===== src/rtl/axi_arbiter.sv =====
// Arbitrates IFU fetches and LSU loads/stores onto one AXI4 master, one transaction at a time.
// Define AXI_ARBITER_RR_EN for round-robin arbitration; default is fixed priority (LSU wins).
module axi_arbiter #(
    parameter int ADDR_W = 32,
    parameter int DATA_W = 32
) (
    input  logic                clk_i,
    input  logic                rst_i,
    // IFU
    input  logic                ifu_req_valid,
    output logic                ifu_req_ready,
    input  logic [ADDR_W-1:0]   ifu_req_addr,
    output logic                ifu_rsp_valid,
    output logic [DATA_W-1:0]   ifu_rsp_data,
    output logic                ifu_rsp_err,
    // LSU
    input  logic                lsu_req_valid,
    output logic                lsu_req_ready,
    input  logic                lsu_req_we,
    input  logic [ADDR_W-1:0]   lsu_req_addr,
    input  logic [DATA_W-1:0]   lsu_req_wdata,
    input  logic [DATA_W/8-1:0] lsu_req_wstrb,
    input  logic [2:0]          lsu_req_size,
    output logic                lsu_rsp_valid,
    output logic [DATA_W-1:0]   lsu_rsp_rdata,
    output logic                lsu_rsp_err,
    // AXI4 master
    input  logic                io_master_awready,
    output logic                io_master_awvalid,
    output logic [ADDR_W-1:0]   io_master_awaddr,
    output logic [3:0]          io_master_awid,
    output logic [7:0]          io_master_awlen,
    output logic [2:0]          io_master_awsize,
    output logic [1:0]          io_master_awburst,
    input  logic                io_master_wready,
    output logic                io_master_wvalid,
    output logic [DATA_W-1:0]   io_master_wdata,
    output logic [DATA_W/8-1:0] io_master_wstrb,
    output logic                io_master_wlast,
    output logic                io_master_bready,
    input  logic                io_master_bvalid,
    input  logic [1:0]          io_master_bresp,
    input  logic [3:0]          io_master_bid,
    input  logic                io_master_arready,
    output logic                io_master_arvalid,
    output logic [ADDR_W-1:0]   io_master_araddr,
    output logic [3:0]          io_master_arid,
    output logic [7:0]          io_master_arlen,
    output logic [2:0]          io_master_arsize,
    output logic [1:0]          io_master_arburst,
    output logic                io_master_rready,
    input  logic                io_master_rvalid,
    input  logic [1:0]          io_master_rresp,
    input  logic [DATA_W-1:0]   io_master_rdata,
    input  logic                io_master_rlast,
    input  logic [3:0]          io_master_rid
);
    typedef enum logic [2:0] {S_IDLE, S_IF_AR, S_IF_R, S_LS_AR, S_LS_R, S_LS_W, S_LS_B} state_t;

    state_t              state_q;
    logic [ADDR_W-1:0]   addr_q;
    logic [DATA_W-1:0]   wdata_q;
    logic [DATA_W/8-1:0] wstrb_q;
    logic [2:0]          size_q;
    logic                id_q;
    logic                arvalid_q, rready_q, awvalid_q, wvalid_q, bready_q;
    logic                ifu_rsp_valid_q, ifu_rsp_err_q, lsu_rsp_valid_q, lsu_rsp_err_q;
    logic [DATA_W-1:0]   ifu_rsp_data_q, lsu_rsp_rdata_q;
    logic                grant_ifu, grant_lsu, idle;
    logic                unused_ok;

    // Single-beat transfers: IDs and last flags from the slave carry no information.
    assign unused_ok = ^{io_master_rid, io_master_bid, io_master_rlast};

`ifdef AXI_ARBITER_RR_EN
    logic last_lsu_q;
    assign grant_lsu = lsu_req_valid && (!ifu_req_valid || !last_lsu_q);

    always_ff @(posedge clk_i) begin
        if (rst_i)              last_lsu_q <= 1'b0;
        else if (lsu_req_ready) last_lsu_q <= 1'b1;
        else if (ifu_req_ready) last_lsu_q <= 1'b0;
    end
`else
    assign grant_lsu = lsu_req_valid;
`endif
    assign grant_ifu = ifu_req_valid && !grant_lsu;

    // Request ready is a combinational grant so payload is latched in the handshake cycle.
    assign idle          = (state_q == S_IDLE) && !rst_i;
    assign ifu_req_ready = idle && grant_ifu;
    assign lsu_req_ready = idle && grant_lsu;

    always_ff @(posedge clk_i) begin
        if (rst_i) begin
            state_q         <= S_IDLE;
            addr_q          <= '0;
            wdata_q         <= '0;
            wstrb_q         <= '0;
            size_q          <= 3'd0;
            id_q            <= 1'b0;
            arvalid_q       <= 1'b0;
            rready_q        <= 1'b0;
            awvalid_q       <= 1'b0;
            wvalid_q        <= 1'b0;
            bready_q        <= 1'b0;
            ifu_rsp_valid_q <= 1'b0;
            ifu_rsp_err_q   <= 1'b0;
            ifu_rsp_data_q  <= '0;
            lsu_rsp_valid_q <= 1'b0;
            lsu_rsp_err_q   <= 1'b0;
            lsu_rsp_rdata_q <= '0;
        end else begin
            ifu_rsp_valid_q <= 1'b0;
            lsu_rsp_valid_q <= 1'b0;
            case (state_q)
                S_IDLE: begin
                    if (lsu_req_ready) begin
                        addr_q  <= lsu_req_addr;
                        wdata_q <= lsu_req_wdata;
                        wstrb_q <= lsu_req_wstrb;
                        size_q  <= lsu_req_size;
                        id_q    <= 1'b1;
                        if (lsu_req_we) begin
                            awvalid_q <= 1'b1;
                            wvalid_q  <= 1'b1;
                            state_q   <= S_LS_W;
                        end else begin
                            arvalid_q <= 1'b1;
                            state_q   <= S_LS_AR;
                        end
                    end else if (ifu_req_ready) begin
                        addr_q    <= ifu_req_addr;
                        size_q    <= 3'b010;
                        id_q      <= 1'b0;
                        arvalid_q <= 1'b1;
                        state_q   <= S_IF_AR;
                    end
                end
                S_IF_AR, S_LS_AR: begin
                    if (io_master_arready) begin
                        arvalid_q <= 1'b0;
                        rready_q  <= 1'b1;
                        state_q   <= (state_q == S_IF_AR) ? S_IF_R : S_LS_R;
                    end
                end
                S_IF_R: begin
                    if (io_master_rvalid) begin
                        rready_q        <= 1'b0;
                        ifu_rsp_valid_q <= 1'b1;
                        ifu_rsp_data_q  <= io_master_rdata;
                        ifu_rsp_err_q   <= |io_master_rresp;
                        state_q         <= S_IDLE;
                    end
                end
                S_LS_R: begin
                    if (io_master_rvalid) begin
                        rready_q        <= 1'b0;
                        lsu_rsp_valid_q <= 1'b1;
                        lsu_rsp_rdata_q <= io_master_rdata;
                        lsu_rsp_err_q   <= |io_master_rresp;
                        state_q         <= S_IDLE;
                    end
                end
                S_LS_W: begin
                    // AW and W complete independently; leave once neither is pending.
                    if (io_master_awready) awvalid_q <= 1'b0;
                    if (io_master_wready)  wvalid_q  <= 1'b0;
                    if ((!awvalid_q || io_master_awready) && (!wvalid_q || io_master_wready)) begin
                        bready_q <= 1'b1;
                        state_q  <= S_LS_B;
                    end
                end
                S_LS_B: begin
                    if (io_master_bvalid) begin
                        bready_q        <= 1'b0;
                        lsu_rsp_valid_q <= 1'b1;
                        lsu_rsp_rdata_q <= '0;
                        lsu_rsp_err_q   <= |io_master_bresp;
                        state_q         <= S_IDLE;
                    end
                end
                default: state_q <= S_IDLE;
            endcase
        end
    end

    assign io_master_awvalid = awvalid_q;
    assign io_master_awaddr  = addr_q;
    assign io_master_awid    = 4'd1;
    assign io_master_awlen   = 8'd0;
    assign io_master_awsize  = size_q;
    assign io_master_awburst = 2'b01;
    assign io_master_wvalid  = wvalid_q;
    assign io_master_wdata   = wdata_q;
    assign io_master_wstrb   = wstrb_q;
    assign io_master_wlast   = 1'b1;
    assign io_master_bready  = bready_q;
    assign io_master_arvalid = arvalid_q;
    assign io_master_araddr  = addr_q;
    assign io_master_arid    = {3'b000, id_q};
    assign io_master_arlen   = 8'd0;
    assign io_master_arsize  = size_q;
    assign io_master_arburst = 2'b01;
    assign io_master_rready  = rready_q;

    assign ifu_rsp_valid = ifu_rsp_valid_q;
    assign ifu_rsp_data  = ifu_rsp_data_q;
    assign ifu_rsp_err   = ifu_rsp_err_q;
    assign lsu_rsp_valid = lsu_rsp_valid_q;
    assign lsu_rsp_rdata = lsu_rsp_rdata_q;
    assign lsu_rsp_err   = lsu_rsp_err_q;
endmodule


===== config.mk =====
export PLATFORM = sky130hd
export DESIGN_NAME = axi_arbiter
export DESIGN_NICKNAME = d
export VERILOG_FILES = /design/src/rtl/axi_arbiter.sv
export SDC_FILE = /design/constraint.sdc
export NUM_CORES = 1
export LEC_CHECK = 0
export ABC_AREA = 0
export CAP_MARGIN = 10
export CORE_AREA = 2 2 143 145
export DETAILED_ROUTE_END_ITERATION = 8
export DIE_AREA = 0 0 145 147
export PLACE_DENSITY = 0.7
export SETUP_SLACK_MARGIN = 0.02
export SYNTH_ARGS = -nofsm -noshare
export SYNTH_HDL_FRONTEND = slang
export SYNTH_SLANG_ARGS = --single-unit
export TNS_END_PERCENT = 50

===== constraint.sdc =====
create_clock -name clk_i -period 3.3 [get_ports clk_i]
set_input_delay 0.66 -clock clk_i [delete_from_list [all_inputs] [get_ports clk_i]]
set_output_delay 0.66 -clock clk_i [all_outputs]
set_load 0.02 [all_outputs]

==> flow_summary.toml <==
[sta]
post-route-period-util_pct = 87.5
setup_violations = 0
skew_ns = 0.0101
finalHoldViolations = 0
slew_viol_final = 0
max_freq_mhz = 346
tightest_slew_ns = 1.00
period_needed_ns = 2.89
relSlewSlack_pct = 33.3
rsz0062_at_grt = "no"
tns_ns = 0
hold_ws_ns = 0.453

[yosys]
yosysWarnings = 0
synth_top_area_share_pct = 47.1
avgSynthCellArea_um2 = 8.43
synthFlopType = "dfxtp_1"
synthTopCellsByCount = "nand2_1, dfxtp_1, nor2_1"
synth_top_area_cell = "dfxtp_1"
synthArstFlopShare_pct = 0
yosysSeqAreaShare_pct = 47.1
synth_most_common_cell = "nand2_1"
synth_edf_count = 0
yosysUniqueCellTypes = 37
syn_inst = 746
synthTopCellsByArea = "dfxtp_1, nand2_1, buf_4, a311oi_2, nand3b_1"
ys_ff_latch = 148
synth_area_um2 = 6290

[cells_and_area]
antennaDiodeCount = 0
drive_above_1_share_pct = 7.80
n_fill_cell = 1864
area_growth_syn_to_layout_pct = 60.0
design_area_um2 = 10100
num-nets-final = 1171
stdcell_count = 1296

[clock_tree]
clock-sinks = 148
cts_tree = "built"
cts_root_buf = "clkbuf_16"
clockBufferDepth = 2
numCtsBuffers = 17
h-tree-depth = 4
cts_resized = 0
path_clk_slew_ns = 0.06
postCtsSetupBuffers = 0
clock_latency_ns = 0.42
ctsHoldBuffers = 0

[route]
ant_nets = 0
wl_per_cell_um = 15.4
vias = 5975
firstDrtPassIters = 4
drt_wl_total_um = 20000
drt_iter0_drc = 258
drc = 0
vias_per_cell = 4.61

[min_path]
hold_path.class = "register to register"
min-delay-start = "ifu_rsp_data[26]"

[grt]
grt_max_degree = 106
grt_usage_pct = 18.1
antenna_found_initial = 0
grt_pass1_vias = 5721
overflow = 0
grt_pass1_wl_um = 30900

[critical_path]
worstPathRequired_ns = 2.64
cp_top_family = "buffers and inverters"
path_cells = "clkdlybuf4s50_1 -> nor2b_1 -> nand2_2 -> inv_2 -> clkdlybuf4s50_1"
worstPathArrival_ns = 2.23
crit_end = "ifu_req_ready"
max_stage_delay_ns = 0.63
ff2ff_setup_slack_ns = 1.41
setup.worst_path.start = "lsu_req_valid"
r2r_end = "io_master_awvalid"
crit_slowest_cell = "clkdlybuf4s50_1"
crit_top_cell = "clkdlybuf4s50_1"
reg2reg_depth = 6
start_kind = "primary input"
critPathMaxFanout = 5
path_buf_inv = 3
cp.depth = 5
endpoint_kind = "output port"
worstSetupPathType = "primary input to output port"
r2r-start = "state_q[2]"

[floorplanning]
fp.dieW_um = 145
initial_core_util_pct = 31.7
die_h_um = 147
rows = 52
core_um2 = 19800
die-area_um2 = 21300
io_pins = 368

[placed_design]
place.port_buffers = 330
place_area_um2 = 9430
dp_cells = 1264
gp_congestion = 0.784
dp_hpwl_um = 13900

[run]
max_cap_violations = 0

[pwr]
p_leak_nw = 3.73
max-vdd-ir-drop_mv = 0.379
total_power_mw = 5.23
power_density_nw_per_um2 = 519

[run_status]
status = "finished, final reports clean"
==> stage by stage <==
stage | worst slack, ns | utilization [%]
after detailed placement | 0.409 | 47.5
after global routing | 0.353 | 50.7
after global placement | 0.379 | 47.5
after floorplan | 1.16 | -
after CTS | 0.408 | 50.7
final | 0.413 | 50.7
==> flip-flops by register name (all words and copies together), names as in the netlist, 3 cells and up <==
signal and flops:
ifu_rsp_data 32, lsu_rsp_rdata 32, io_master_araddr 32, state_q 3, io_master_wdata 32, io_master_wstrb 4
io_master_arsize 3
==> worst reg2reg max path, delay by kind of cell, from the launching register on <==
family	cells	cell delay (ns)
AO/OA/AOI/OAI	1	0.27
flip-flops	1	0.34
buffers and inverters	2	0.51
AND/OR/NAND/NOR	3	0.68
==> metal layers <==
layer	wire length (µm)	track usage (%)	up-vias
met3	1650	6.46	9
met4	172	4.75	0
met2	9630	30.5	219
li1	-	-	2939
met1	8530	22.0	2808
met5	0	0	-
==> placed cells by master, fill, tap and decap left out, types with 2 or more instances in the layout <==
cell type          n
nand2_1          209
clkbuf_16         17
nand3_1            2
nand3b_1          40
dfxtp_1          148
a211oi_1           2
a311oi_1           5
nand2b_1           4
a221oi_1           2
conb_1            28
and3b_1            2
o21ai_0            6
buf_4             13
inv_8              5
a22oi_1           32
mux2i_1            2
clkdlybuf4s50_1  329
nor2b_1            7
nor3_1             2
inv_6              4
bufinv_16          3
inv_1              4
a21oi_1           40
nor2_1            73
a311oi_2          27
==> kinds of logic (layout without fill, tap and decap cells) <==
group,after synthesis,after routing,synth area share [%]
simple gates,349,349,24.7
flops,148,148,47.1
buf+inv,126,380,12.0
compound gates,119,119,15.8
other cells,2,28,0.119
mux,2,2,0.318
==> how the worst min path moves through the flow <==
stage	to	slack (ns)	cells after the start
3_5_place_dp	ifu_rsp_data[26]	0.45	2
4_1_cts	ifu_rsp_data[27]	0.46	2
6_report	ifu_rsp_data[26]	0.45	2
2_1_floorplan	id_q	0.45	2
5_1_grt	ifu_rsp_data[27]	0.47	2
3_3_place_gp	ifu_rsp_data[28]	0.44	2
==> report_power, final <==
part           internal [mW]  leakage (nW)  switching, mW  total (mW)
clock                   1.23         0.311          0.869        2.10
sequential              1.91          1.21         0.0860        2.00
combinational          0.556          2.22          0.573        1.13
total                   3.70          3.73           1.53        5.23
==> final cells by class <==
class	count	area [µm²]	share of cell area, %
timing repair buffer	343	3410	33.9
sequential	148	2960	29.4
multi-input combinational	498	2700	26.8
clock buffer	17	425	4.23
tap	270	338	3.36
clock inverter	15	210	2.09
inverter	5	18.8	0.186
(Power assumes the default switching activity.)
